<file path="src/rtl/breath_pkg.sv">
// Shared types for the breathing-light duty generator and the blocks that consume its phase output.
package breath_pkg;

    typedef enum logic [1:0] {
        PH_RISE    = 2'd0,
        PH_HOLD_HI = 2'd1,
        PH_FALL    = 2'd2,
        PH_HOLD_LO = 2'd3
    } phase_t;

endpackage

</file>
<file path="src/rtl/tick_gen.sv">
// Prescaler: one-cycle tick every STEP_DIV enabled clocks; the count freezes while enable is low.
module tick_gen #(
    parameter int unsigned STEP_DIV = 50_000
) (
    input  logic clk,
    input  logic rst_n,
    input  logic enable,
    output logic tick
);

    localparam int unsigned CNT_W = (STEP_DIV > 1) ? $clog2(STEP_DIV) : 1;
    localparam logic [CNT_W-1:0] CNT_LAST = CNT_W'(STEP_DIV - 1);

    logic [CNT_W-1:0] count_q, count_d;

    assign tick = enable && (count_q == CNT_LAST);

    always_comb begin
        count_d = count_q;
        if (enable) begin
            count_d = tick ? '0 : count_q + CNT_W'(1);
        end
    end

    always_ff @(posedge clk or negedge rst_n) begin
        if (!rst_n) begin
            count_q <= '0;
        end else begin
            count_q <= count_d;
        end
    end

endmodule

</file>
<file path="src/rtl/breath_duty_gen.sv">
// Triangle-wave duty generator (rise, hold high, fall, hold low) feeding the PWM stage over valid/ready.
// Define BREATH_GAMMA_EN to square the level into the duty value (perceptual gamma ~2).
module breath_duty_gen
    import breath_pkg::*;
#(
    parameter int unsigned STEP_DIV   = 50_000,
    parameter int unsigned DUTY_W     = 8,
    parameter int unsigned MIN_LVL    = 0,
    parameter int unsigned MAX_LVL    = 255,
    parameter int unsigned HOLD_STEPS = 32
) (
    input  logic              clk,
    input  logic              rst_n,
    input  logic              enable,
    input  logic              duty_ready,
    output logic              duty_valid,
    output logic [DUTY_W-1:0] duty,
    output logic [1:0]        phase,
    output logic              cycle_done
);

    localparam int unsigned HOLD_W = (HOLD_STEPS > 1) ? $clog2(HOLD_STEPS) : 1;
    localparam logic [DUTY_W-1:0] MIN_L = DUTY_W'(MIN_LVL);
    localparam logic [DUTY_W-1:0] MAX_L = DUTY_W'(MAX_LVL);
    localparam logic [HOLD_W-1:0] HOLD_LAST = HOLD_W'((HOLD_STEPS > 0) ? HOLD_STEPS - 1 : 0);
    localparam bit NO_HOLD = (HOLD_STEPS == 0);

    logic              tick;
    logic              issue;
    phase_t            phase_q, phase_d;
    logic [DUTY_W-1:0] level_q, level_d;
    logic [HOLD_W-1:0] hold_cnt_q, hold_cnt_d;
    logic [DUTY_W-1:0] duty_q, duty_d, duty_new;
    logic              valid_q, valid_d;
    logic              cycle_done_q, cycle_done_d;

    tick_gen #(
        .STEP_DIV(STEP_DIV)
    ) u_tick_gen (
        .clk   (clk),
        .rst_n (rst_n),
        .enable(enable),
        .tick  (tick)
    );

    // NOTE: every combinational output gets a default first, so no path leaves it unassigned (no latch).
    always_comb begin
        phase_d      = phase_q;
        level_d      = level_q;
        hold_cnt_d   = hold_cnt_q;
        cycle_done_d = 1'b0;
        if (tick) begin
            unique case (phase_q)
                PH_RISE: begin
                    if (level_q != MAX_L) level_d = level_q + DUTY_W'(1);
                    if (level_d == MAX_L) begin
                        hold_cnt_d = '0;
                        phase_d    = NO_HOLD ? PH_FALL : PH_HOLD_HI;
                    end
                end
                PH_HOLD_HI: begin
                    if (hold_cnt_q == HOLD_LAST) begin
                        hold_cnt_d = '0;
                        phase_d    = PH_FALL;
                    end else begin
                        hold_cnt_d = hold_cnt_q + HOLD_W'(1);
                    end
                end
                PH_FALL: begin
                    if (level_q != MIN_L) level_d = level_q - DUTY_W'(1);
                    if (level_d == MIN_L) begin
                        hold_cnt_d = '0;
                        if (NO_HOLD) begin
                            phase_d      = PH_RISE;
                            cycle_done_d = 1'b1;
                        end else begin
                            phase_d = PH_HOLD_LO;
                        end
                    end
                end
                PH_HOLD_LO: begin
                    if (hold_cnt_q == HOLD_LAST) begin
                        hold_cnt_d   = '0;
                        phase_d      = PH_RISE;
                        cycle_done_d = 1'b1;
                    end else begin
                        hold_cnt_d = hold_cnt_q + HOLD_W'(1);
                    end
                end
                default: phase_d = PH_RISE;
            endcase
        end
    end

    // Only level-changing ticks produce a duty value; hold ticks leave the output untouched.
    assign issue = tick && (level_d != level_q);

`ifdef BREATH_GAMMA_EN
    logic [2*DUTY_W-1:0] level_sq;
    assign level_sq = {{DUTY_W{1'b0}}, level_d} * {{DUTY_W{1'b0}}, level_d};
    assign duty_new = DUTY_W'(level_sq >> DUTY_W);
`else
    assign duty_new = level_d;
`endif

    // Latest value wins: a pending, unaccepted duty is simply overwritten so the generator never stalls.
    always_comb begin
        duty_d  = duty_q;
        valid_d = valid_q;
        if (issue) begin
            duty_d  = duty_new;
            valid_d = 1'b1;
        end else if (valid_q && duty_ready) begin
            valid_d = 1'b0;
        end
    end

    // NOTE: state flops use non-blocking assignments so all registers update together on the edge.
    always_ff @(posedge clk or negedge rst_n) begin
        if (!rst_n) begin
            phase_q      <= PH_RISE;
            level_q      <= MIN_L;
            hold_cnt_q   <= '0;
            duty_q       <= '0;
            valid_q      <= 1'b0;
            cycle_done_q <= 1'b0;
        end else begin
            phase_q      <= phase_d;
            level_q      <= level_d;
            hold_cnt_q   <= hold_cnt_d;
            duty_q       <= duty_d;
            valid_q      <= valid_d;
            cycle_done_q <= cycle_done_d;
        end
    end

    assign duty_valid = valid_q;
    assign duty       = duty_q;
    assign phase      = phase_q;
    assign cycle_done = cycle_done_q;

endmodule
</file>
<file path="config.mk">
export PLATFORM = sky130hd
export DESIGN_NAME = breath_duty_gen
export DESIGN_NICKNAME = d
export VERILOG_FILES = /design/src/rtl/breath_pkg.sv /design/src/rtl/tick_gen.sv /design/src/rtl/breath_duty_gen.sv
export SDC_FILE = /design/constraint.sdc
export NUM_CORES = 1
export LEC_CHECK = 0
export CAP_MARGIN = 20
export CORE_MARGIN = 2
export CORE_UTILIZATION = 40
export CTS_CLUSTER_SIZE = 40
export DETAILED_ROUTE_END_ITERATION = 8
export PLACE_DENSITY = 0.59
export SYNTH_ARGS = -nofsm -noshare
export SYNTH_HDL_FRONTEND = slang
export SYNTH_HIERARCHICAL = 1
export SYNTH_SLANG_ARGS = --single-unit
</file>
<file path="constraint.sdc">
create_clock -name clk -period 3 [get_ports clk]
set_clock_uncertainty 0.15 [all_clocks]
set_input_delay 0.3 -clock clk [delete_from_list [all_inputs] [get_ports clk]]
set_output_delay 0.3 -clock clk [all_outputs]
set_load 0.02 [all_outputs]
</file>
==> results of run 1 <==
cells in the final DEF (no fill, tap or decap), drive strengths merged, types with 13 or more instances in the layout:
cell	instances
dfrtp	41
buf	29
nand2	26
o21ai	17
inv	14
nor2	14
clkdlybuf4s50	14
a21oi	13
sequential cells by signal, indices dropped and copies added (netlist names):
signal              count
duty                    8
cycle_done              1
phase                   2
hold_cnt_q              5
level_q                 8
duty_valid              1
u_tick_gen/count_q     16
cell usage after synthesis, types with 3 or more instances:
library cell	count	area share
dfrtp_1	41	0.39
nand2_1	26	0.037
o21ai_0	16	0.031
inv_1	14	0.020
nor2_1	14	0.020
a21oi_1	13	0.025
ha_1	10	0.048
mux2_2	10	0.043
nor3_1	10	0.019
nand3_1	9	0.017
buf_2	8	0.015
clkbuf_1	8	0.012
xnor2_1	7	0.024
a31oi_1	6	0.014
or3_1	6	0.014
mux2i_1	5	0.019
nand2b_1	5	0.012
nand4_1	5	0.012
nor2b_1	5	0.012
xor2_1	5	0.017
a22oi_1	3	0.0086
and3_1	3	0.0072
o22ai_1	3	0.0072
o2bb2ai_1	3	0.010
or4b_4	3	0.016
metrics by stage:
stage	std cells	hold WS (ps)
final	390	-11.2
after global placement	382	326
after detailed placement	382	328
after CTS	390	27.3
after floorplan	280	-146
after global routing	390	71.7
path summary, 6_finish.rpt:
kind                                         from                     end  slack (ps)  cells past startpoint
min reg2reg                u_tick_gen/count_q[15]  u_tick_gen/count_q[15]         340                      1
min                                         rst_n                 duty[0]         -10                      1
max                                    level_q[0]           hold_cnt_q[0]         200                     10
max in group asynchronous                   rst_n                 duty[2]        2140                      1
max reg2reg                            level_q[0]           hold_cnt_q[0]         200                     10
min in group clk           u_tick_gen/count_q[15]  u_tick_gen/count_q[15]         340                      1
power by group through the flow:
stage / clock network [mW] / logic [mW] / registers, mW
4_1_cts: 0.376 / 0.118 / 0.629
3_5_place_dp: 0 / 0.117 / 0.640
5_1_grt: 0.400 / 0.133 / 0.637
6_report: 0.356 / 0.116 / 0.629
2_1_floorplan: 0 / 0.0727 / 0.635
3_3_place_gp: 0 / 0.113 / 0.640
what timing repair did:
item / in CTS / in global routing
setup endpoints to repair: 0 / 7
endpoints found under the hold margin: 0 / 0
gates resized for setup: 0 / 4
logic make-up after synthesis:
family | share of synthesized area
AOI/OAI and AO/OA | 0.174
xor gates and xnor gates | 0.0403
adders and majority gates | 0.0480
buffers and inverters | 0.0557
DFF | 0.394
muxes | 0.0624
and+or+nand+nor | 0.225
per-layer routing:
| layer | global-route usage | part of all wire | up-vias |
|---|---|---|---|
| li1 | - | - | 1090 |
| met1 | 0.248 | 0.47 | 1010 |
| met2 | 0.285 | 0.47 | 54 |
| met3 | 0.0354 | 0.049 | 8 |
| met4 | 0.0750 | 0.017 | 0 |
| met5 | 0 | 0 | - |
critical path, delay by kind of cell, from the launching register on:
kind                     cells  cell delay [ps]
AO/OA/AOI/OAI                1              310
adder cells (fa/ha/maj)      1              190
buffers and inverters        3              540
flip-flops                   1              360
multiplexers                 2              430
AND/OR/NAND/NOR              3              700
cell type report:
cell class / count / area, um^2 / area share
inverter: 14 / 52.6 / 0.0171
multi-input combinational: 207 / 1450 / 0.471
clock inverter: 3 / 17.5 / 0.00571
tap: 77 / 96.3 / 0.0314
timing repair buffer: 43 / 359 / 0.117
sequential: 41 / 1030 / 0.335
clock buffer: 5 / 68.8 / 0.0224
==> run metrics, run 1 <==
Antenna Nets Post-Route 0; CTS Buf Count 5; share of cells above drive strength 1 0.188; Worst-Skew Late Latency 290 ps; Highest Clock Rate 0.357 GHz; Worst path max stage delay between 400 and 500 ps; switch share 0.268; Syn. warnings 6; Reg clk slew, reported paths around 80 ps; worst relative slew slack 0.389; IO Pins 16; CTS tree built; library cells used by synthesis 55; Final period util 0.933; crit-path most repeated cell buf_4; final count of negative-setup-slack endpoints 0; worst slack at placement 68.6 ps; Synth Net Count 294; Final #Nets 326; Hold-fix buffers, CTS 0; drt wl/cell between 15 and 20 um; Mapped Cells 280; clock power share 0.323; DR DRC count 0; antenna diode count 0; Final Hold Viols 18; vias in the first global route 2157; Setup crit end kind flop; EDFF count, synth 0; NetSw between 0.2 and 0.3 mW; CTS root buf clkbuf_8; Synth async-reset ratio 1.00; unrepaired setup endpoints after global routing false; Int Pwr 0.806 mW; Hold WC Path Type primary input to async pin; row count 29; pins over their slew limit 0; Data required, critical path 3030 ps; Cell Area, Placed 0.00296 mm^2; GRT Residual Overflow 0; total track usage 0.182; Initial DRC Count about 160; H-tree depth 2; clock sinks slightly above 40; drt pass-1 iters 4; Finished Cell Area 0.00307 mm^2; sequential element share of the synthesized area 0.394; Setup crit start kind flop; combinational share of power 0.106; Initial Utilization 0.413; Max-Cap Viols 0; worst vdd ir 0.345 mV; Pleak 1.36 nW; Die W 84.7 um; drt via density roughly 5.5; DP Wirelength 4.32 mm; FF+latch count, synth just over 40; worst-path cell chain buf_4 -> ha_1 -> nand3_1 -> or3_1 -> buf_4 -> mux2i_1 -> o41ai_2 -> buf_4 -> nand2_1 -> mux2_2; Fillers around 630; first-pass GRT wire length 10.5 mm; initial antenna violation count 0; die area 0.00717 mm^2; setup ws final around 200 ps; slowest stage cell on the critical path or3_1; PD cells 359 mW/mm^2; TNS Setup 0 ps; outcome finished with violations; core footprint 0.00631 mm^2; Hold WS -11.2 ps; port bufs 15; vias roughly 2200; Synth Flop Type dfrtp_1; register share of total power 0.571; Total Power 1.10 mW; largest net degree at the start of global routing 42; setup bufs post-CTS 0; post-layout util 0.486; gp weighted congestion ~0.9; Crit Path Max Fanout 12; final WL 5.87 mm; failing checks negative hold slack; Arrival @ worst endpoint 2830 ps; worst-case clock buffer depth 2; Mapped Area roughly 0.0026 mm^2; Tmin final about 2800 ps; measured slew at the worst slew-check pin 917 ps; Mapped Avg Cell Area 9.30 um^2; Setup CP Type flop to flop; Area growth, synth to finish 17.7%; Die Height around 85 um
(Power assumes the default switching activity.)
==> run 2: changes to the inputs <==
--- a/config.mk
+++ b/config.mk
@@ -5,7 +5,6 @@
 export SDC_FILE = /design/constraint.sdc
 export NUM_CORES = 1
 export LEC_CHECK = 0
-export CAP_MARGIN = 20
 export CORE_MARGIN = 2
 export CORE_UTILIZATION = 40
 export CTS_CLUSTER_SIZE = 40
==> results of run 2 <==
Final layout, timing and power as in run 1 (identical DEF).
